[config.mk]
export PLATFORM = sky130hd
export DESIGN_NAME = shift_reg
export DESIGN_NICKNAME = d
export VERILOG_FILES = /design/src/rtl/shift_reg_pkg.sv /design/src/rtl/shift_reg_next.sv /design/src/rtl/shift_reg.sv
export SDC_FILE = /design/constraint.sdc
export NUM_CORES = 1
export LEC_CHECK = 0
export BUFFER_PORTS_ARGS = -buffer_cell sky130_fd_sc_hd__clkbuf_2
export CAP_MARGIN = 20
export CORE_UTILIZATION = 40
export CTS_CLUSTER_DIAMETER = 120
export DETAILED_ROUTE_END_ITERATION = 7
export MAX_ROUTING_LAYER = met4
export PLACE_DENSITY_LB_ADDON = 0.08
export SYNTH_ARGS = -nofsm -noshare
export SYNTH_HDL_FRONTEND = slang
export SYNTH_SLANG_ARGS = --single-unit
export TNS_END_PERCENT = 1
[constraint.sdc]
create_clock -name clk -period 2.8 [get_ports clk]
set_clock_uncertainty 0.2 [all_clocks]
set_input_delay 0.28 -clock clk [delete_from_list [all_inputs] [get_ports clk]]
set_output_delay 0.28 -clock clk [all_outputs]
set_load 0.1 [all_outputs]
[src/rtl/shift_reg_pkg.sv]
// shift_reg_pkg: shared direction encoding for shift_reg
package shift_reg_pkg;
  typedef logic dir_t;
  localparam dir_t DIR_LEFT  = 1'b0;
  localparam dir_t DIR_RIGHT = 1'b1;
endpackage

[src/rtl/shift_reg_next.sv]
// shift_reg_next: next-state mux for shift_reg; SHIFT_REG_PLOAD_EN adds a parallel-load path
module shift_reg_next
  import shift_reg_pkg::*;
#(
  parameter int MSB = 16
) (
  input  logic [MSB-1:0] cur_i,
  input  logic           d_i,
  input  logic           en_i,
  input  dir_t           dir_i,
`ifdef SHIFT_REG_PLOAD_EN
  input  logic           load_i,
  input  logic [MSB-1:0] pdata_i,
`endif
  output logic [MSB-1:0] next_o
);
  logic [MSB-1:0] shift_d;
  always_comb begin
    shift_d = (dir_i == DIR_RIGHT) ? {d_i, cur_i[MSB-1:1]} : {cur_i[MSB-2:0], d_i};
`ifdef SHIFT_REG_PLOAD_EN
    next_o = load_i ? pdata_i : en_i ? shift_d : cur_i;
`else
    next_o = en_i ? shift_d : cur_i;
`endif
  end
endmodule

[src/rtl/shift_reg.sv]
// shift_reg: serial-in bidirectional shift register; SHIFT_REG_PLOAD_EN adds load/pdata
module shift_reg
  import shift_reg_pkg::*;
#(
  parameter int MSB = 16
) (
  input  logic           clk,
  input  logic           rstn,
  input  logic           d,
  input  logic           en,
  input  logic           dir,
`ifdef SHIFT_REG_PLOAD_EN
  input  logic           load,
  input  logic [MSB-1:0] pdata,
`endif
  output logic [MSB-1:0] out
);
  logic [MSB-1:0] out_q, out_d;
  shift_reg_next #(.MSB(MSB)) u_next (
    .cur_i   (out_q),
    .d_i     (d),
    .en_i    (en),
    .dir_i   (dir_t'(dir)),
`ifdef SHIFT_REG_PLOAD_EN
    .load_i  (load),
    .pdata_i (pdata),
`endif
    .next_o  (out_d)
  );
  always_ff @(posedge clk) begin
    if (!rstn) out_q <= '0;
    else       out_q <= out_d;
  end
  assign out = out_q;
endmodule

Word-level counts from Yosys, hierarchy flattened --
Cells that the tools add are included.
Word-level totals: bits of input ports 5, word-level logic and storage cells 2, register bits 16, ROM bits 0, output and inout bits 16, memories kept 0, RAM bits 0, latch bits 0
Operators by class: eq/ne operators 0, bitwise logic cells 0, divide/modulo/power cells 0, $lt $le $gt $ge 0, $mul 0, shift-type cells 0, add/subtract/negate cells 0, mux-type cells 1, reductions and logical operators 0
Operators by type and width (number):
- 16-bit two-way mux | 1

Logic depth before layout (Yosys ltp) --
Gate-level depths: netlist of the first run.
depth after elaboration 1, mapped depth 4

Modules after synthesis --
Synthesis of the first run repeated with hierarchy kept, for this count alone.
Unflattened totals: cell total of the unflattened synthesis 86, area total of the unflattened synthesis 792.0 µm²
Modules (own cells, without submodules):
- shift_reg | times used 1, sequential area each 320.3 µm², cells each 33, area each 446.7 µm²
- shift_reg_next | times used 1, sequential area each 0.0 µm², cells each 53, area each 345.3 µm²

Least setup slack after synthesis of the first run --
OpenSTA, ideal clock, no wires.
kind reg2reg, start register out[14] (netlist name), end register out_q[14], in the netlist out[14], arrival 1278 ps, period minus slack after synthesis 1550 ps, data required time 2529 ps, buffers on the path 0, library setup time 71 ps, setup slack 1250 ps, cell stages (with the launch flop) 3, path through dfxtp_1 -> o21ai_0 -> a21oi_1
RTL lines:
- end signal: assignment | line shift_reg.sv:32 | else out_q <= out_d;
- end: declaration | line shift_reg.sv:18 | logic [MSB-1:0] out_q, out_d;

Worst setup path after layout of the first run --
start register out_q[6], in the netlist out[6], end output port out[6]
RTL lines:
- end: declaration | line shift_reg.sv:16 | output logic [MSB-1:0] out
No word-level cell between the ends.

==> summary.txt, run 1 <==
Run status
  • Status: finished with violations
  • Failing checks: design-rule violations

Synth
  • Mapped Avg Cell Area: slightly below 10 µm²
  • Synth Warn #: 0
  • Yosys cell types: 8
  • Synth Register Bits: 16
  • Syn_nets: 75
  • Register area share after synthesis: around 46%
  • Synthesized area: approximately 690 µm²
  • Syn Inst Count: 70

Clock network
  • CTS Buffer Depth: 2
  • Root buffer cell: clkbuf_4
  • # Post-CTS Setup Buffers: 0
  • Clk sinks: 16
  • Hold buffer count at CTS: 0
  • # H-tree levels: 1
  • Clock transition at the registers of the reported paths: approximately 0.10 ns
  • Resize count post-CTS: 0
  • Clock latency on the worst-skew pair: between 0.2 and 0.3 ns
  • CTS buffer count: 3
  • TritonCTS clock tree: yes

Routing
  • Post-route ant nets: 0
  • Met2 WL: roughly 550 µm
  • Initial DRC count: 6
  • Total number of vias: 556
  • Met3 Wirelength: between 40 and 50 µm
  • Drc violations: 4
  • Drt first pass iters: 6
  • Avg Vias per Cell: about 5.3
  • Routed wire length: around 1300 µm
  • Wl on met1: 632 µm
  • WL per Instance: 12.0 µm
  • Uppermost layer routed: met4

Worst hold path
  • Hold wc startpoint: d
  • Hold EP: out[15]$_SDFFE_PN0P_
  • Hold path depth: 3
  • HP Class: in2reg

Placement
  • Post-DP HPWL: a little over 800 µm
  • Placed Cells: 100
  • Port buffer count: 20
  • Placer Congestion: 0.708

Finish
  • Most frequent cells in the layout: clkbuf_2 (20), mux2i_1 (16), o21ai_0 (16), a21oi_1 (16), dfxtp_1 (16)
  • Multi-input logic area: roughly 320 µm²
  • Commonest non-fill, non-tap cell in the layout: clkbuf_2
  • # fillers: approximately 160
  • Antenna fix cells: 0
  • Register area: 320 µm²
  • Final instance count without filler cells: roughly 100
  • Proportion of layout cells with a drive suffix above 1: a little over a quarter
  • # nets final: 94
  • Area growth from synthesis to layout: 15.4%
  • Number of flip-flops in the largest register: 16

Setup path
  • Worst path cell trace: clkbuf_2
  • FF-to-FF Start: out[5]$_SDFFE_PN0P_
  • WP buf/inv: 1
  • Worst-path maximum fanout: 4
  • Crit Reg-Reg Endpoint: out[4]$_SDFFE_PN0P_
  • Setup slack, reg-to-reg: about 1.9 ns
  • CP top delay family: buffers and inverters
  • CP max stage delay: 0.48 ns
  • Crit path arrival time: around 1.1 ns
  • Critical Path End Type: output pin
  • Critical path class: reg2out
  • R2R depth: 2
  • Critical-path top delay cell: clkbuf_2
  • Worst setup SP type: flop
  • CP Data Required Time: roughly 2.3 ns

Timing
  • Hold Fails Final Rpt: 0
  • Fin crit share: between 50% and 60%
  • Min Tclk post-route: 1.62 ns
  • Least-Margin Pin Slew: about 0.54 ns
  • Final setup violation count: 0
  • TNS Setup: 0 ns
  • Peak Freq: about 620 MHz
  • RSZ-0062 raised after global routing: false
  • Slew HR: between 60 and 70%
  • Minimum hold slack: ~0.11 ns
  • Slew Viols, Final: 0

Floorplanning
  • Die Ht: around 44 µm
  • Total die area: between 1500 and 2000 µm²
  • Total core area: 1560 µm²
  • Initial Utilization: 44.3%
  • Io pins: 21
  • Chip Width: 43.6 µm
  • FP Rows: 14

GRT
  • Global-route wire length before repair: a little over 2000 µm
  • Global Route Usage Sum: between 10% and 20%
  • Overflow after GRT: 0
  • Initial antenna violation count: 0
  • Largest net degree at the start of global routing: 33
  • Vias in the first global route: approximately 450

Pwr
  • Final Power: ~0.57 mW
  • Peak VDD IR: between 0.3 and 0.4 mV
  • Leakage power: ~0.37 nW
  • Pwr Density: ~720 nW/µm²

Job
  • Max-Cap Viols: 0
## power by group
group | switching (mW) | internal (mW)
combinational | 0.138 | 0.0289
sequential | 0.0140 | 0.243
clock | 0.0712 | 0.0790
## stage by stage
step | area, µm² | util, % | setup slack (ns)
4_1_cts | 797 | 51.1 | 1.16
3_3_place_gp | 761 | 48.8 | 1.44
5_1_grt | 797 | 51.1 | 1.11
3_5_place_dp | 761 | 48.8 | 1.43
6_report | 797 | 51.1 | 1.18
2_1_floorplan | 691 | - | 1.25
## layer usage
layer / vias up / global-route usage [%]
li1: 294 / -
met1: 248 / 22.1
met2: 12 / 19.4
met3: 2 / 2.50
met4: 0 / 7.50
met5: - / -
## how the worst max path moves through the flow
stage | startpoint | to | cells past startpoint
2_1_floorplan | out[14]$_SDFFE_PN0P_ | out[14]$_SDFFE_PN0P_ | 2
3_3_place_gp | dir | out[6]$_SDFFE_PN0P_ | 3
6_report | out[6]$_SDFFE_PN0P_ | out[6] | 1
5_1_grt | out[11]$_SDFFE_PN0P_ | out[11] | 1
3_5_place_dp | dir | out[2]$_SDFFE_PN0P_ | 3
4_1_cts | out[14]$_SDFFE_PN0P_ | out[14] | 1
## cell type report
| cell class | instances | area share, % |
|---|---|---|
| multi-input combinational | 48 | 40.2 |
| tap | 16 | 2.51 |
| timing repair buffer | 20 | 12.6 |
| sequential | 16 | 40.2 |
| clock buffer | 4 | 4.55 |
## synthesized netlist by cell type
library cell | number | area, µm²
mux2i_1 | 16 | 160
buf_12 | 1 | 20.0
buf_2 | 3 | 15.0
clkbuf_1 | 1 | 3.75
a21oi_1 | 16 | 80.1
buf_6 | 1 | 11.3
o21ai_0 | 16 | 80.1
dfxtp_1 | 16 | 320
## kinds of logic (layout without fill, tap and decap cells)
family	after synthesis	after routing	share of synthesized area, %
AOI/OAI and AO/OA	32	32	23.2
buffers and inverters	6	24	7.25
DFF	16	16	46.4
muxes	16	16	23.2
Note: power is estimated with default switching activity, not from simulation.
==> run 2, diff against run 1 <==
--- a/config.mk
+++ b/config.mk
@@ -5,8 +5,10 @@
 export SDC_FILE = /design/constraint.sdc
 export NUM_CORES = 1
 export LEC_CHECK = 0
+export ABC_AREA = 1
 export BUFFER_PORTS_ARGS = -buffer_cell sky130_fd_sc_hd__clkbuf_2
 export CAP_MARGIN = 20
+export CORE_ASPECT_RATIO = 1.5
 export CORE_UTILIZATION = 40
 export CTS_CLUSTER_DIAMETER = 120
 export DETAILED_ROUTE_END_ITERATION = 7
==> constraint.sdc (replaced) <==
create_clock -name clk -period 1.3 [get_ports clk]
set_clock_uncertainty 0.2 [all_clocks]
set_input_delay 0.13 -clock clk [delete_from_list [all_inputs] [get_ports clk]]
set_output_delay 0.13 -clock clk [all_outputs]
set_load 0.1 [all_outputs]
==> run 2 against run 1 <==
- critical path depth unchanged
- sequential power up 120%
- clock power increased by 79%
- largest cell class is now multi-input combinational cells
- setup slack lost 1.1 ns
- non-clock buffer count rose by 2
- the flow now finishes without violations
- total power is 130% higher
- first-iteration DRC count rose to 4.8 times the previous value
- wire length grew 36%
- sequential share of layout area fell by 13 points
- register-to-register slack got worse by 1.6 ns
- core utilization increased by 8.2 points
- worst hold slack improved by 0.026 ns
==> summary.txt, run 2 <==
Finish
  • Number of flip-flops in the largest register: 16 (unchanged)
  • Commonest non-fill, non-tap cell in the layout: nand2_1
  • Most frequent cells in the layout: nand2_1 (48), nor2_1 (32), inv_1 (17)
  • Area growth from synthesis to layout: 41.0%
  • Proportion of layout cells with a drive suffix above 1: 19.4% (-7.9 points)
  • Final instance count without filler cells: 177 (+70%)
  • Antenna fix cells: 0 (unchanged)
  • Register area: 327 µm² (+2.0%)
  • Final Cell Area: 1190 µm² (+49%)
  • Multi-input logic area: 380 µm² (+19%)
  • # nets final: 162 (+72%)
  • # fillers: 175 (+12%)

Setup path
  • CP top delay family: flip-flops
  • Critical Path End Type: output pin
  • Worst path cell trace: buf_12
  • WP buf/inv: 1 (unchanged)
  • Setup slack, reg-to-reg: 0.34 ns (-1.56 ns)
  • Critical path class: reg2out
  • FF-to-FF Start: out[12]$_SDFFE_PN0P_
  • Crit Reg-Reg Endpoint: out[12]$_SDFFE_PN0P_
  • Worst setup SP type: flop
  • Crit path arrival time: 0.94 ns (-0.20 ns)
  • Worst-path maximum fanout: 4 (unchanged)
  • CP Data Required Time: 0.97 ns (-1.35 ns)
  • R2R depth: 4 (+2)
  • CP max stage delay: 0.44 ns (-0.04 ns)
  • Critical-path top delay cell: dfxtp_1

Synth
  • Syn_nets: 142 (+89%)
  • Count leader, synth: nand2_1
  • Syn Inst Count: 137 (+96%)
  • Post-synth EDFFs: 0 (unchanged)
  • Yosys top cell by area: dfxtp_1
  • Synth area leaders: dfxtp_1 (38%), nand2_1 (21%), nor2_1 (14%), nand3_1 (9.5%), inv_1 (7.6%)
  • Register area share after synthesis: 38.0% (-8.3 points)
  • Ys async rst share: 0% (unchanged)
  • Synth Register Bits: 16 (unchanged)
  • Yosys cell types: 9 (+1)
  • Area fraction of the dominant cell type after synthesis: 38.0% (-8.3 points)
  • Synthesized area: 842 µm² (+22%)
  • Main synth FF type: dfxtp_1
  • Synth Warn #: 0 (unchanged)
  • Mapped Avg Cell Area: 6.15 µm² (-38%)
  • Post-synth top cells: nand2_1 (48), nor2_1 (32), inv_1 (17)

GRT
  • Vias in the first global route: 666 (+48%)
  • Overflow after GRT: 0 (unchanged)
  • Global Route Usage Sum: 17.6% (+2.6 points)
  • Largest net degree at the start of global routing: 33 (unchanged)
  • Initial antenna violation count: 0 (unchanged)
  • Global-route wire length before repair: 2810 µm (+36%)

Floorplanning
  • Io pins: 21 (unchanged)
  • Total core area: 2000 µm² (+28%)
  • Initial Utilization: 42.1% (-2.2 points)
  • Chip Width: 39.5 µm (-9.4%)
  • Total die area: 2300 µm² (+21%)
  • Die Ht: 58.2 µm (+34%)
  • FP Rows: 20 (+6)

Clock network
  • CTS Buffer Depth: 2 (unchanged)
  • Clock latency on the worst-skew pair: 0.29 ns (about the same)
  • CTS buffer count: 3 (unchanged)
  • TritonCTS clock tree: yes
  • # Post-CTS Setup Buffers: 0 (unchanged)
  • # H-tree levels: 1 (unchanged)
  • Clk sinks: 16 (unchanged)
  • Clock transition at the registers of the reported paths: 0.10 ns (about the same)
  • Root buffer cell: clkbuf_4

Placement
  • Setup WS pre-CTS: 0.123 ns (-1.31 ns)
  • Post-DP HPWL: 1110 µm (+35%)
  • Placed Cells: 173 (+73%)
  • Placed instance area: 1150 µm² (+51%)
  • Placer Congestion: 0.717 (+1.3%)
  • Port buffer count: 20 (unchanged)

Routing
  • Avg Vias per Cell: 4.74 (-11%)
  • Drt first pass iters: 4 (-2)
  • Routed wire length: 1700 µm (+36%)
  • Initial DRC count: 29 (+23)
  • Drc violations: 0 (-4)
  • Total number of vias: 839 (+51%)
  • WL per Instance: 9.62 µm (-20%)
  • Post-route ant nets: 0 (unchanged)

Timing
  • Least-Margin Pin Slew: 0.591 ns (+0.0485 ns)
  • Slew Viols, Final: 0 (unchanged)
  • Slew HR: 60.6% (-3.4 points)
  • Hold Fails Final Rpt: 0 (unchanged)
  • Peak Freq: around 790 MHz
  • Fin crit share: a little over nine tenths
  • Final setup violation count: 0 (unchanged)
  • RSZ-0062 raised after global routing: true
  • TNS Setup: 0 ns (unchanged)
  • Setup ws final: 0.0333 ns (-1.14 ns)
  • Min Tclk post-route: about 1.3 ns

Worst hold path
  • HP Class: in2reg
  • Hold path depth: 6 (+3)
  • Hold EP: out[8]$_SDFFE_PN0P_
  • Hold wc startpoint: rstn

Pwr
  • Peak VDD IR: 0.518 mV (+52%)
  • Leakage power: 0.621 nW (+68%)
  • Final Power: 1.34 mW (+130%)
  • Pwr Density: 1130 nW/µm² (+57%)

Run status
  • Status: finished, final reports clean

Job
  • Max-Cap Viols: 0 (unchanged)
## run 2: worst max path at each step
stage | startpoint | to | cells after the start
after floorplan | out[1]$_SDFFE_PN0P_ | out[0]$_SDFFE_PN0P_ | 4
after global placement | dir | out[14]$_SDFFE_PN0P_ | 6
after detailed placement | en | out[12]$_SDFFE_PN0P_ | 5
after CTS | out[4]$_SDFFE_PN0P_ | out[4] | 1
after global routing | out[1]$_SDFFE_PN0P_ | out[1] | 1
final | out[2]$_SDFFE_PN0P_ | out[2] | 1
## run 2: per-layer routing
metal | part of all wire [%] | up-vias | GRT usage, % | wire (µm)
met3 | 3.8 | 2 | 2.30 | 65
met5 | 0 | - | - | 0
met2 | 47 | 18 | 25.1 | 801
li1 | - | 441 | - | -
met4 | 1.2 | 0 | 10.3 | 20
met1 | 48 | 378 | 23.0 | 815
## run 2: metrics by stage
step	hold WS [ns]	utilization, %
floorplan	0.121	-
global placement	0.232	57.4
detailed placement	0.242	57.4
CTS	0.138	59.1
global route	0.171	59.3
finish	0.141	59.3
## run 2: timing repair
| item | CTS | global route |
|---|---|---|
| resized for setup | 0 | 4 |
| setup endpoints to repair | 0 | 4 |
| hold endpoints to repair | 2 | 0 |
| hold buffers | 1 | 0 |
## run 2: final cells by class
type                            count  area share (%)
Clock buffer                        3            1.90
Sequential cell                    16            27.5
Timing Repair Buffer               22            30.1
Inverter                           18            6.11
Multi-Input combinational cell     96            32.0
Tap cell                           22            2.32
## run 2: logic make-up (layout without fill, tap and decap cells)
kind of cell | after synthesis | after routing | share of synthesized area, %
AND/OR/NAND/NOR | 96 | 96 | 45.2
buffers and inverters | 25 | 43 | 16.8
flip-flops | 16 | 16 | 38.0
## run 2: power by group
part	leakage, nW	switching [mW]	internal [mW]
Combinational	0.473	0.328	0.171
Clock	0.0138	0.161	0.108
Sequential	0.134	0.0494	0.525
Total	0.621	0.538	0.803
